[config.mk]
export PLATFORM = sky130hd
export DESIGN_NAME = life_game_step_engine
export DESIGN_NICKNAME = d
export VERILOG_FILES = /design/src/rtl/life_game_step_engine.sv
export SDC_FILE = /design/constraint.sdc
export NUM_CORES = 1
export LEC_CHECK = 0
export ABC_CLOCK_PERIOD_IN_PS = 5250
export BUFFER_PORTS_ARGS = -buffer_cell sky130_fd_sc_hd__buf_2
export CAP_MARGIN = 20
export CORE_UTILIZATION = 61
export CTS_BUF_LIST = sky130_fd_sc_hd__clkbuf_4
export DETAILED_ROUTE_END_ITERATION = 12
export HOLD_SLACK_MARGIN = 0.08
export PLACE_DENSITY = 0.91
export SYNTH_ARGS = -nofsm -noshare
export SYNTH_HDL_FRONTEND = slang
export SYNTH_SLANG_ARGS = --single-unit
[constraint.sdc]
create_clock -name clock -period 5.25 [get_ports clock]
set_input_delay 1.575 -clock clock [delete_from_list [all_inputs] [get_ports clock]]
set_output_delay 1.575 -clock clock [all_outputs]
set_load 0.01 [all_outputs]
[src/rtl/life_game_step_engine.sv]
// Conway's Game of Life generation engine for a double-buffered world device.
// Each step reads every cell's 3x3 toroidal neighbourhood from the displayed
// world, writes the next state into the hidden world, then flips the display.
//
// state   | meaning
// --------+---------------------------------------------------------------
// S_IDLE  | waiting for start; bus quiet
// S_READ  | 9 cycles presenting neighbourhood addresses k=0..8
// S_WAIT  | captures the offset-8 read data; prepares the cell write
// S_WRITE | writes the next state of cell (y,x) to the hidden world
// S_FLIP  | writes ~world_index to WORLD_INDEX_ADDRESS to swap worlds
// S_DONE  | one-cycle completion pulse
module life_game_step_engine #(
  parameter int          CELL_COUNT_X        = 64,
  parameter int          CELL_COUNT_Y        = 48,
  parameter logic [11:0] WORLD_INDEX_ADDRESS = 12'hFFF
) (
  input  logic        clock,
  input  logic        reset_n,
  input  logic        start,
  output logic        cell_write,
  output logic [11:0] cell_address,
  output logic [31:0] cell_data_out,
  input  logic [31:0] cell_data_in,
  output logic        busy,
  output logic        done,
  output logic [15:0] generation_count
);

  localparam logic [5:0] X_LAST = 6'(CELL_COUNT_X - 1);
  localparam logic [5:0] Y_LAST = 6'(CELL_COUNT_Y - 1);

  typedef enum logic [2:0] {
    S_IDLE,
    S_READ,
    S_WAIT,
    S_WRITE,
    S_FLIP,
    S_DONE
  } state_t;

  state_t     state;
  logic [5:0] pos_x;
  logic [5:0] pos_y;
  logic [3:0] k_idx;
  logic [3:0] nb_count;
  logic       self_alive;
  logic       world_index;

  logic [3:0] count_final;
  logic       next_alive;
  logic       unused_data_in;

  // Address of neighbourhood offset k around (cy,cx), wrapping on both axes.
  function automatic logic [11:0] nb_addr(input logic [5:0] cy,
                                          input logic [5:0] cx,
                                          input logic [3:0] k);
    logic [5:0] ay;
    logic [5:0] ax;
    if (k < 4'd3)
      ay = (cy == 6'd0) ? Y_LAST : cy - 6'd1;
    else if (k < 4'd6)
      ay = cy;
    else
      ay = (cy == Y_LAST) ? 6'd0 : cy + 6'd1;
    case (k)
      4'd0, 4'd3, 4'd6: ax = (cx == 6'd0) ? X_LAST : cx - 6'd1;
      4'd1, 4'd4, 4'd7: ax = cx;
      default:          ax = (cx == X_LAST) ? 6'd0 : cx + 6'd1;
    endcase
    return {ay, ax};
  endfunction

  // The offset-8 sample arrives in S_WAIT, so fold it in before applying the rule.
  assign count_final    = nb_count + {3'b000, cell_data_in[0]};
  assign next_alive     = (count_final == 4'd3) | (self_alive & (count_final == 4'd2));
  assign unused_data_in = ^cell_data_in[31:1];

  // Step sequencer with registered bus and status outputs.
  always_ff @(posedge clock or negedge reset_n) begin
    if (!reset_n) begin
      state            <= S_IDLE;
      pos_x            <= 6'd0;
      pos_y            <= 6'd0;
      k_idx            <= 4'd0;
      nb_count         <= 4'd0;
      self_alive       <= 1'b0;
      world_index      <= 1'b0;
      cell_write       <= 1'b0;
      cell_address     <= 12'd0;
      cell_data_out    <= 32'd0;
      busy             <= 1'b0;
      done             <= 1'b0;
      generation_count <= 16'd0;
    end else begin
      done <= 1'b0;
      case (state)
        S_IDLE: begin
          cell_write    <= 1'b0;
          cell_address  <= 12'd0;
          cell_data_out <= 32'd0;
          if (start) begin
            state        <= S_READ;
            pos_x        <= 6'd0;
            pos_y        <= 6'd0;
            k_idx        <= 4'd0;
            nb_count     <= 4'd0;
            self_alive   <= 1'b0;
            busy         <= 1'b1;
            cell_address <= nb_addr(6'd0, 6'd0, 4'd0);
          end
        end
        S_READ: begin
          // Data on the bus now belongs to the offset presented last cycle.
          if (k_idx != 4'd0) begin
            if (k_idx == 4'd5)
              self_alive <= cell_data_in[0];
            else
              nb_count <= nb_count + {3'b000, cell_data_in[0]};
          end
          if (k_idx == 4'd8) begin
            state <= S_WAIT;
          end else begin
            k_idx        <= k_idx + 4'd1;
            cell_address <= nb_addr(pos_y, pos_x, k_idx + 4'd1);
          end
        end
        S_WAIT: begin
          state         <= S_WRITE;
          cell_write    <= 1'b1;
          cell_address  <= {pos_y, pos_x};
          cell_data_out <= {31'd0, next_alive};
        end
        S_WRITE: begin
          cell_write    <= 1'b0;
          cell_data_out <= 32'd0;
          k_idx         <= 4'd0;
          nb_count      <= 4'd0;
          self_alive    <= 1'b0;
          if (pos_x == X_LAST) begin
            pos_x <= 6'd0;
            if (pos_y == Y_LAST) begin
              state         <= S_FLIP;
              pos_y         <= 6'd0;
              cell_write    <= 1'b1;
              cell_address  <= WORLD_INDEX_ADDRESS;
              cell_data_out <= {31'd0, ~world_index};
            end else begin
              state        <= S_READ;
              pos_y        <= pos_y + 6'd1;
              cell_address <= nb_addr(pos_y + 6'd1, 6'd0, 4'd0);
            end
          end else begin
            state        <= S_READ;
            pos_x        <= pos_x + 6'd1;
            cell_address <= nb_addr(pos_y, pos_x + 6'd1, 4'd0);
          end
        end
        S_FLIP: begin
          state            <= S_DONE;
          world_index      <= ~world_index;
          cell_write       <= 1'b0;
          cell_address     <= 12'd0;
          cell_data_out    <= 32'd0;
          busy             <= 1'b0;
          done             <= 1'b1;
          generation_count <= generation_count + 16'd1;
        end
        S_DONE: begin
          state <= S_IDLE;
        end
        default: begin
          state <= S_IDLE;
        end
      endcase
    end
  end

endmodule

======== Word level (Yosys, flattened, before mapping) ========
Index checks and enable logic that the tools add are counted.
word-level totals
  logic and storage cells ................. 114
  flip-flop bits (word level) ............. 88
  output and inout bits ................... 63
cells by class
  reductions and logical operators ........ 23
  add/subtract/negate cells ............... 9
  bitwise operators ....................... 3
  order comparisons ....................... 2
  equal/unequal tests ..................... 22
  muxes and demuxes ....................... 42
operators by type and width
  operator                                                             count
  32-bit case mux with 3 select lines                                  1
  6-bit two-way mux                                                    10
  12-bit case mux with 5 select lines                                  1
  12-bit two-way mux                                                   4
  6-bit case mux with 2 select lines                                   3
  6-bit logical NOT                                                    4
  4-bit case mux with 3 select lines                                   2
  6-bit by 1-bit subtractor with 6-bit output (second input constant)  4
  16-bit by 1-bit adder with 16-bit output (second input constant)     1
  4-bit by 3-bit == test with 1-bit output (second input constant)     4
  4-bit two-way mux                                                    4
  3-bit case mux with 5 select lines                                   1
  2-bit inequality test (second input constant)                        7
  6-bit by 1-bit adder with 6-bit output (second input constant)       2
  4-bit by 2-bit == test with 1-bit output (second input constant)     3
  6-bit == test (second input constant)                                2
  3-bit two-way mux                                                    4
  1-bit two-way mux                                                    9
  2-bit AND reduction                                                  4
  4-bit AND reduction                                                  2
  3-bit by 2-bit == test with 1-bit output (second input constant)     2
  1-bit case mux with 3 select lines                                   2
  3-bit AND reduction                                                  2
  3-bit nonzero test                                                   2
  19 further kinds                                                     21

======== Logic depth before layout (Yosys ltp) ========
  depth in word-level cells ............... 6
  gate-level depth with buffers ........... 10
  mapped depth without buffers ............ 8

======== Least setup slack after synthesis ========
No wires, ideal clock.
  kind .................................... input to register
  start ................................... input port cell_data_in[0]
  end ..................................... register cell_data_out[0]
  stages on the path ...................... 6
  arrival ................................. 2.545 ns
  buffers on the path ..................... 0
  data required time ...................... 5.185 ns
  setup time .............................. 0.065 ns
  path slack .............................. 2.640 ns
  path through ............................ ha_1 > ha_1 > xnor2_1 > o2111ai_1 > o221ai_1 > o21a_1
between the ends
  word-level cells in the longest chain between the ends .. 5
RTL lines
  item                                      RTL line  text
  start: declaration                        24        input logic [31:0] cell_data_in,
  4-bit by 1-bit adder with 4-bit output *  75        assign count_final = nb_count + {3'b000, cell_data_in[0]};
  4-bit by 2-bit == test with 1-bit output  76        assign next_alive = (count_final == 4'd3) | (self_alive & (count_final == 4'd2));
  1-bit bitwise AND                         76
  1-bit bitwise OR *                        76
  32-bit case mux with 3 select lines *     97        case (state)
  end signal: assignment                    132       cell_data_out <= {31'd0, next_alive};
  end signal: assignment                    147       cell_data_out <= {31'd0, ~world_index};
  end: declaration                          23        output logic [31:0] cell_data_out,
Mark *: on every way between the ends. The rest lies on a longest branch, timed or not. The select of a mux whose other input is x is not followed.
A chain may end at the register's enable or synchronous reset.

======== Final worst setup path ========
  start ................................... register pos_x[0]
  end ..................................... register cell_address[10]
between the ends
  word-level cells in the longest chain between the ends .. 3
RTL lines
  item                                 RTL line  text
  start: declaration                   43        logic [5:0] pos_x;
  start signal: assignment             155       pos_x <= pos_x + 6'd1;
  6-bit == test                        140       if (pos_x == X_LAST) begin
  12-bit two-way mux                   140
  12-bit case mux with 5 select lines  97
  end signal: assignment               110       cell_address <= nb_addr(6'd0, 6'd0, 4'd0);
  end signal: assignment               151       cell_address <= nb_addr(pos_y + 6'd1, 6'd0, 4'd0);
  end signal: assignment               156       cell_address <= nb_addr(pos_y, pos_x + 6'd1, 4'd0);
  end: declaration                     22        output logic [11:0] cell_address,
No other way between the ends.

==> impl_metrics.tcl <==
set metrics [dict create \
    totalNegativeSetupSlack_ps 0 \
    synth_top_area_share 0.3305 \
    synth_xor_area_frac 0.05074 \
    synth_area_mm2 0.004315 \
    clkPwrFrac 0.130 \
    wl_per_cell_um 16.44 \
    initial_core_util 0.6317 \
    critical_path_required_ps 5540 \
    fillerInstances 564 \
    fin_worst_skew_ps 7.825 \
    postLayoutCoreUtil 0.6584 \
    layout.nets 578 \
    antenna_found_initial 0 \
    fin_ws_ps 2310 \
    post-route-period-util 0.5600 \
    cts_root_buf "clkbuf_4" \
    worstSkewPairLatency_ps 410 \
    syn_to_final_growth_pct 4.233 \
    place_ws_ps 2327 \
    synth_edf_count 0 \
    intPower_mw 1.431 \
    power.leakage_nw 2.028 \
    slowest_stage "nor2_1" \
    yosys.area_share.adder 0.03769 \
    drive_gt1_frac 0.1252 \
    period_needed_ps 2940 \
    synth_top_area_cell "dfrtp_1" \
    diodes 0 \
    finalPower_mw 2.809 \
    seq_power_share 0.301 \
    hpwl_um 7049 \
    critPathLaunchType "register" \
    synth_compound_area_frac 0.2520 \
    netlist_instances 520 \
    grt_max_degree 58 \
    fmax_ghz 0.3401 \
    grt_usage 0.2943 \
    ys.flop_type "dfrtp_1" \
    seq_area_frac_synth 0.3305 \
    globalplace.congestion 0.9472 \
    synth-async-reset-ratio 1.000 \
    worstPathMaxFanout 13 \
    avgSynthCellArea_um2 8.299 \
    postCtsResizedCells 0 \
    post_cts_buffers 0 \
    grt_pass1_vias 3660 \
    powerDensity_mw_per_mm2 624.6 \
    postRouteAntennaNets 0 \
    die_h_um 86.11 \
    yosysUniqueCellTypes 70 \
    synthTopCellsByArea "dfrtp_1 (33%), buf_4 (5.7%), nand2_1 (4.8%)" \
    cts_buffers 9 \
    drt_iter0_drc 465 \
    via_per_inst 6.410 \
    yosysMostFrequentCell "dfrtp_1" \
    synth_common_cells "dfrtp_1 (57), nand2_1 (55), nor2_1 (35)" \
    finalSetupViolations 0 \
    synth_top_family_by_area "compound AO/OA/AOI/OAI gates" \
    tightest_slew_ps 891.4 \
    grt_pass1_wl_um 17350 \
    port_buffers 35 \
    drt-total-wl_um 10380 \
    drc 0 \
    synth_mux_area_frac 0.01421 \
    ir_drop_v 0.0003074 \
    num_io_pins 98 \
    critPathMaxStageDelay_ps 700 \
    finalHoldViolCount 0 \
    status "complete, no violations" \
    cts_max_level 3 \
    crit_path_cell_trace "ha_1 -> nand3_1 -> nor2_1 -> o21ai_0 -> a21o_1 -> a222oi_1 -> o21ai_1" \
    clk_pin_slew_ps 100 \
    grt.overflow.total 0 \
    slew-limit-headroom 0.4012 \
    maxSlewViolCount 0 \
    rows 30 \
    yosys.area_share.simple 0.2085 \
    cts_sinks 57 \
    die_w_um 86.11 \
    multi_input_area_mm2 0.002552 \
    netSwitchingPower_mw 1.378 \
    critical_path.top_delay_family "simple AND/OR/NAND/NOR gates" \
    cts_hold_buf 0 \
    swShare 0.4906 \
    crit_arrival_ps 3230 \
    die_area_mm2 0.007415 \
    end_kind "register" \
    rsz0062_at_grt "no" \
    max_cap_viol_count 0 \
    cp_num_buf_inv 0 \
    cts_tree "built" \
    ctsLongestPathBuffers 2 \
    hold_path_class "reg2reg" \
    core_mm2 0.006832 \
    firstDrtPassIters 5 \
    critPathKind "reg2reg" \
    p_comb_frac 0.568 \
    yosys_warnings 0 \
    regArea_mm2 0.001426 \
    synth-seq-cells 57 \
    vias 4045 \
]
-- worst reg2reg max path: cells and delay by family (launching register included) --
kind / cells / cell delay [ps]
and+or+nand+nor: 2 / 960
DFF: 1 / 630
adders and majority gates: 1 / 460
AOI/OAI and AO/OA: 4 / 780
-- power groups by stage --
stage          Clock [mW]  Sequential (mW)  Combinational [mW]
6_report            0.366            0.847                1.60
5_1_grt             0.388            0.874                1.76
4_1_cts             0.369            0.835                1.56
3_5_place_dp            0            0.844                1.54
3_3_place_gp            0            0.829                1.48
2_1_floorplan           0            0.684                1.41
-- layout by cell type (no fill, tap or decap), types with 3 or more instances in the layout --
| cell type | instances |
|---|---|
| ha_1 | 13 |
| nor4b_1 | 3 |
| buf_2 | 35 |
| a41oi_1 | 3 |
| and2_1 | 3 |
| nor2b_1 | 3 |
| o211ai_1 | 5 |
| mux2i_1 | 5 |
| and3_1 | 8 |
| o21ai_1 | 20 |
| nor3b_1 | 3 |
| nor2_1 | 35 |
| nor3_1 | 11 |
| buf_4 | 3 |
| nand4_1 | 6 |
| o31ai_1 | 13 |
| o21ai_0 | 22 |
| xnor2_1 | 17 |
| nand2b_1 | 6 |
| a21oi_1 | 28 |
| dfrtp_1 | 57 |
| or3_1 | 5 |
| a221oi_1 | 10 |
| xor2_1 | 8 |
| nand3b_1 | 7 |
| clkbuf_4 | 9 |
| a211oi_1 | 4 |
| nand3_1 | 24 |
| a22o_1 | 5 |
| nand2_1 | 55 |
| o21a_1 | 3 |
| a211o_1 | 3 |
| inv_1 | 11 |
| o31a_1 | 4 |
| conb_1 | 31 |
| a31oi_1 | 4 |
-- stage by stage --
step	area, µm²	hold slack, ps	std cells
2_1_floorplan	4428	442.0	550
3_3_place_gp	4345	451.4	615
3_5_place_dp	4345	457.6	615
4_1_cts	4498	471.7	631
5_1_grt	4498	505.5	631
6_report	4498	461.7	631
-- path summary, 6_finish.rpt --
kind,cells past startpoint,start,slack (ps),endpoint
max,7,pos_x[0]$_DFFE_PN0P_,2310,cell_address[10]$_DFFE_PN0P_
min,1,generation_count[15]$_DFFE_PN0P_,460,generation_count[15]$_DFFE_PN0P_
max reg2reg,7,pos_x[0]$_DFFE_PN0P_,2310,cell_address[10]$_DFFE_PN0P_
min reg2reg,1,generation_count[15]$_DFFE_PN0P_,460,generation_count[15]$_DFFE_PN0P_
max in group asynchronous,2,reset_n,3490,pos_x[0]$_DFFE_PN0P_
min in group asynchronous,2,reset_n,1290,cell_address[5]$_DFFE_PN0P_
-- cell families (layout without fill, tap and decap cells) --
| logic type | Yosys count | count (layout) |
|---|---|---|
| AOI/OAI and AO/OA | 156 | 156 |
| xor gates and xnor gates | 25 | 25 |
| adders and majority gates | 13 | 13 |
| buffers and inverters | 82 | 67 |
| DFF | 57 | 57 |
| muxes | 6 | 6 |
| other | 1 | 31 |
| and+or+nand+nor | 180 | 180 |
-- cell type report --
| type | instances | share of cell area |
|---|---|---|
| Multi-Input combinational cell | 411 | 0.5675 |
| Inverter | 13 | 0.01085 |
| Sequential cell | 57 | 0.3171 |
| Timing Repair Buffer | 38 | 0.04395 |
| Tap cell | 96 | 0.02670 |
| Clock inverter | 7 | 0.01892 |
| Clock buffer | 9 | 0.01502 |
-- registers in the layout (all words and copies together), names as in the netlist --
| name | cells |
|---|---|
| done | 1 |
| pos_y | 6 |
| cell_address | 12 |
| cell_write | 1 |
| self_alive | 1 |
| busy | 1 |
| nb_count | 4 |
| world_index | 1 |
| state | 3 |
| cell_data_out | 1 |
| pos_x | 6 |
| generation_count | 16 |
| k_idx | 4 |
-- routing by layer --
metal | track usage | part of all wire
met1 | 0.4026 | 0.43
met2 | 0.4639 | 0.46
met3 | 0.03176 | 0.084
met4 | 0.1455 | 0.026
met5 | 0 | 0
Power figures use the tool's default switching activity.
